<file path="config.mk">
export PLATFORM = sky130hd
export DESIGN_NAME = fp_sqrt_sequencer
export DESIGN_NICKNAME = d
export VERILOG_FILES = /design/src/rtl/fp_sqrt_pkg.sv /design/src/rtl/fp_sqrt_ctrl_decode.sv /design/src/rtl/fp_sqrt_sequencer.sv
export SDC_FILE = /design/constraint.sdc
export NUM_CORES = 1
export LEC_CHECK = 0
export CORE_ASPECT_RATIO = 0.9
export CORE_MARGIN = 3
export CORE_UTILIZATION = 39
export DETAILED_ROUTE_END_ITERATION = 6
export GPL_TIMING_DRIVEN = 0
export PLACE_DENSITY_LB_ADDON = 0.2
export SYNTH_ARGS = -nofsm -noshare
export SYNTH_HDL_FRONTEND = slang
export SYNTH_SLANG_ARGS = --single-unit
</file>
<file path="constraint.sdc">
create_clock -name clk -period 1.5 [get_ports clk]
set_input_delay 0.225 -clock clk [delete_from_list [all_inputs] [get_ports clk]]
set_output_delay 0.225 -clock clk [all_outputs]
set_load 0.01 [all_outputs]
</file>
<file path="src/rtl/fp_sqrt_pkg.sv">
// fp_sqrt_pkg
//   Shared definitions for the FP square-root sequencer: the phase-state
//   encoding, the datapath control-word width and the control word that
//   each state drives onto the datapath register/mux enables.
package fp_sqrt_pkg;

  localparam int CTRL_W = 14;

  typedef enum logic [2:0] {
    ST_IDLE   = 3'd0,
    ST_INIT0  = 3'd1,
    ST_INIT1  = 3'd2,
    ST_ITER_A = 3'd3,
    ST_ITER_B = 3'd4,
    ST_ITER_C = 3'd5,
    ST_ITER_D = 3'd6,
    ST_OUT    = 3'd7
  } state_t;

  localparam logic [CTRL_W-1:0] CTRL_IDLE   = 14'b00000000000000;
  localparam logic [CTRL_W-1:0] CTRL_INIT0  = 14'b11001000000000;
  localparam logic [CTRL_W-1:0] CTRL_INIT1  = 14'b01010001000000;
  localparam logic [CTRL_W-1:0] CTRL_ITER_A = 14'b01011001010100;
  localparam logic [CTRL_W-1:0] CTRL_ITER_B = 14'b01011011010000;
  localparam logic [CTRL_W-1:0] CTRL_ITER_C = 14'b01011011101100;
  localparam logic [CTRL_W-1:0] CTRL_ITER_D = 14'b01010011000000;
  localparam logic [CTRL_W-1:0] CTRL_OUT    = 14'b00111011000001;

endpackage

</file>
<file path="src/rtl/fp_sqrt_ctrl_decode.sv">
// fp_sqrt_ctrl_decode
//   Pure combinational Moore decode of the registered sequencer state.
//   Ports:
//     state  in   current (registered) sequencer state
//     ctrl   out  CTRL_W-bit datapath control word
//     busy   out  high in every state except IDLE
//     done   out  high only in OUT (result register valid)
module fp_sqrt_ctrl_decode
  import fp_sqrt_pkg::*;
(
  input  state_t            state,
  output logic [CTRL_W-1:0] ctrl,
  output logic              busy,
  output logic              done
);

  always_comb begin
    ctrl = CTRL_IDLE;
    busy = 1'b1;
    done = 1'b0;
    case (state)
      ST_IDLE: begin
        ctrl = CTRL_IDLE;
        busy = 1'b0;
      end
      ST_INIT0:  ctrl = CTRL_INIT0;
      ST_INIT1:  ctrl = CTRL_INIT1;
      ST_ITER_A: ctrl = CTRL_ITER_A;
      ST_ITER_B: ctrl = CTRL_ITER_B;
      ST_ITER_C: ctrl = CTRL_ITER_C;
      ST_ITER_D: ctrl = CTRL_ITER_D;
      ST_OUT: begin
        ctrl = CTRL_OUT;
        done = 1'b1;
      end
      // Any encoding outside the enum is treated as a quiet IDLE.
      default: begin
        ctrl = CTRL_IDLE;
        busy = 1'b0;
      end
    endcase
  end

endmodule

</file>
<file path="src/rtl/fp_sqrt_sequencer.sv">
// fp_sqrt_sequencer
//   Phase FSM plus iteration counter that sequences the FP square-root
//   datapath: INIT0, INIT1, then NUM_ITER Newton iterations of A-B-C-D
//   (the last iteration skips D), then OUT. Special operands bypass
//   straight to OUT.
//   Parameters:
//     NUM_ITER  number of Newton iterations (1..15)
//     ITER_W    iteration counter width, must hold NUM_ITER
//   Ports:
//     clk      in   system clock, rising edge
//     rst      in   asynchronous active-high reset
//     start    in   start request, sampled only in IDLE
//     special  in   special-case operand, sampled with start
//     ctrl     out  datapath control word
//     busy     out  high in every state except IDLE
//     done     out  one-cycle result-valid pulse
//     iter     out  current iteration number
module fp_sqrt_sequencer
  import fp_sqrt_pkg::*;
#(
  parameter int NUM_ITER = 11,
  parameter int ITER_W   = 4
) (
  input  logic              clk,
  input  logic              rst,
  input  logic              start,
  input  logic              special,
  output logic [CTRL_W-1:0] ctrl,
  output logic              busy,
  output logic              done,
  output logic [ITER_W-1:0] iter
);

  localparam logic [ITER_W-1:0] LAST_ITER = ITER_W'(NUM_ITER);

  state_t            state_reg;
  logic [ITER_W-1:0] iter_reg;

  always_ff @(posedge clk or posedge rst) begin
    if (rst) begin
      state_reg <= ST_IDLE;
      iter_reg  <= '0;
    end else begin
      case (state_reg)
        ST_IDLE: begin
          iter_reg <= '0;
          if (start) begin
            state_reg <= special ? ST_OUT : ST_INIT0;
          end
        end
        ST_INIT0: state_reg <= ST_INIT1;
        ST_INIT1: begin
          state_reg <= ST_ITER_A;
          iter_reg  <= ITER_W'(1);
        end
        ST_ITER_A: state_reg <= ST_ITER_B;
        ST_ITER_B: state_reg <= ST_ITER_C;
        ST_ITER_C: begin
          // The final iteration leaves from C; D only bridges to the next one.
          if (iter_reg == LAST_ITER) begin
            state_reg <= ST_OUT;
          end else begin
            state_reg <= ST_ITER_D;
          end
        end
        ST_ITER_D: begin
          state_reg <= ST_ITER_A;
          // Saturate so the counter can never run past the last iteration.
          if (iter_reg < LAST_ITER) begin
            iter_reg <= iter_reg + ITER_W'(1);
          end
        end
        ST_OUT: begin
          state_reg <= ST_IDLE;
          iter_reg  <= '0;
        end
        default: begin
          state_reg <= ST_IDLE;
          iter_reg  <= '0;
        end
      endcase
    end
  end

  fp_sqrt_ctrl_decode u_decode (
    .state (state_reg),
    .ctrl  (ctrl),
    .busy  (busy),
    .done  (done)
  );

  assign iter = iter_reg;

endmodule
</file>
==> results.cfg <==
[final_layout]
mostFrequentLayoutCell = buf_4
fin_area_um2 = 1190
diodes = 0
drive_gt1_frac = 0.596
fin_nets = 125
largest_reg_flops = 4
fillers = 97
syn_to_final_growth_pct = 80.2
layout_common_cells = 14 x buf_4, 13 x buf_6, 7 x buf_2

[sta]
layout_setup_ws_ns = -0.321
finalCritPeriodShare = 1.21
skew_ns = 0.0123
grt_setup_unrepaired = yes
layout_min_cycle_time_ns = 1.82
drv_slew = 0
final-hold-violation-count = 0
setup_violations = 16
fmax_ghz = 0.549

[clocking]
clk_latency_ns = 0.27
cts_tree = done
cts_root_buf = clkbuf_4
cts-buffers-inserted = 3
cts.clk_slew.worst_paths_ns = 0.06
clock_path_buffers = 2
cts_num_sinks = 7
h-tree-depth = 1

[global_route]
use_met2 = 0.334
gr-total-overflow = 0
use_met3 = 0.0627
grt.busiest_layer = met2
grt_max_degree = 11
use_met1 = 0.207
grt_pass1_vias = 658
antenna_found_initial = 0
grt_use_total = 0.190
grt_pass1_wl_mm = 3.06

[worst_setup_path]
worstSetupEndpoint = ctrl[12]
cp_data_arrival_time_ns = 1.60
cpPeakStageDelay_ns = 0.45
crit_path_top_delay_cell = dfrtp_2
reg2reg_depth = 6
rrSetupSlack_ns = -0.08
r2r_start = state_reg[0]
path_cells = buf_6 -> ha_4 -> buf_6 -> or3_4 -> buf_6
reg2reg_to = state_reg[1]
crit_cells = 5
cp_max_fo = 6
crit_required_ns = 1.27
worst-setup-path-type = flip-flop to output port
crit_buf_inv = 3
start_kind = flip-flop
worst_path_dominant_cell_family = flip-flops
critPathLaunch = state_reg[0]
crit_top_cell = buf_6
endpoint_kind = output port

[logic_synthesis]
synth_edf_count = 0
async_flop_share = 1.00
ys_ff_latch = 7
synth_top_cell_area_share = 0.266
synth_top_area_cell = dfrtp_1
syn_area_um2 = 658
synthDistinctLibCells = 33
synthCells = 73
ys.flop_type = dfrtp_1
syn_avg_cell_area_um2 = 9.02
ys_seq_area_frac = 0.266
ys_warn_count = 0
ys_top_cells_by_area = dfrtp_1 27%, ha_1 11%, buf_4 5.7%, a21oi_1 4.6%, mux2i_1 4.6%

[pwr]
vdd_drop_max_mv = 1.13
switching_share = 0.409
p_per_area_nw_per_um2 = 1690
combPwrFrac = 0.766
p_sw_w = 0.000820
internal_power_w = 0.00118
power_leakage_nw = 0.547
seqPwrFrac = 0.141
clkPwrFrac = 0.093

[min_path]
hold_path_class = primary input to asynchronous set/reset pin

[run_status]
violations = setup timing
status = complete, but fails checks

[floorplan]
fp.coreArea_um2 = 1510
initial_core_util = 0.435
row_count = 13
die_h_um = 45.0
ioPinCount = 24
fp.dieW_um = 49.3
fp.dieArea_um2 = 2220

[routing]
drt-total-wl_mm = 2.14
wl_per_cell_um = 15.7
vias = 707
ant_nets = 0
drtIter0Drc = 25
viasPerCell = 5.20
drc = 0
firstDrtPassIters = 4

[placement]
gp_congestion = 0.820
pre_cts_slack_ns = -0.532
port_buffers = 21
place_area_um2 = 911
hpwlAfterDp_mm = 1.05

[run]
cap_viol_max_count = 0
==> power groups by stage <==
stage,Clock (W),Sequential (W),Combinational (W)
5_1_grt,0.000203,0.000287,0.00164
4_1_cts,0.000182,0.000280,0.00127
3_5_place_dp,0,0.000273,0.00102
2_1_floorplan,0,0.000266,0.000633
6_report,0.000187,0.000283,0.00154
3_3_place_gp,0,0.000271,0.00101
==> synthesized netlist by cell type, drive strengths merged, types with 2 or more instances <==
master,number
ha,6
a21oi,6
o21ai,4
mux2i,3
dfrtp,7
nand2b,3
nor2,4
nor2b,2
buf,7
and2,4
nand4b,2
inv,7
==> worst min path at each step <==
stage / start / endpoint / slack, ns
floorplan: rst / iter[0] / 0.03
global placement: rst / state_reg[1] / 0.48
detailed placement: rst / state_reg[1] / 0.48
CTS: rst / iter[1] / 0.20
global route: rst / iter[1] / 0.21
finish: rst / iter[1] / 0.18
==> cell families (layout without fill, tap and decap cells) <==
family,Yosys count,in the layout,synth area share
compound gates,19,19,0.224
xor+xnor,1,1,0.0133
fa+ha+maj,6,6,0.114
buf+inv,14,54,0.122
flops,7,7,0.266
mux,3,3,0.0456
other cells,1,2,0.00570
simple gates,22,22,0.209
==> layer usage <==
metal	share of wire	wire length (µm)
met4	0.022	47
met2	0.50	1060
met5	0	0
met3	0.059	127
met1	0.42	902
==> final cells by class <==
type                            count  area, µm²  area share
Sequential cell                     7        180       0.152
Inverter                            7       35.0      0.0295
Tap cell                           22       27.5      0.0232
Clock buffer                        4       26.3      0.0222
Timing Repair Buffer               37        338       0.285
Multi-Input combinational cell     53        527       0.444
Buffer                              6       52.6      0.0443
==> timing repair <==
item                                   CTS  global route
resized for setup                       87            15
setup buffers                           11             6
endpoints found under the hold margin    0             0
setup endpoints to repair               17            21
hold buffers                             0             0
pin swaps                                6             6
==> metrics by stage <==
| stage | power, W | utilization | TNS [ns] | hold slack [ns] | std cells |
|---|---|---|---|---|---|
| 3_5_place_dp | 0.00129 | 0.602 | -5.09 | 0.483 | 117 |
| 6_report | 0.00201 | 0.784 | -2.24 | 0.181 | 136 |
| 2_1_floorplan | 0.000899 | - | -0.00918 | 0.0284 | 74 |
| 4_1_cts | 0.00174 | 0.719 | -1.85 | 0.204 | 132 |
| 3_3_place_gp | 0.00128 | 0.602 | -4.94 | 0.481 | 117 |
| 5_1_grt | 0.00213 | 0.784 | -3.08 | 0.207 | 136 |
(Power assumes the default switching activity.)
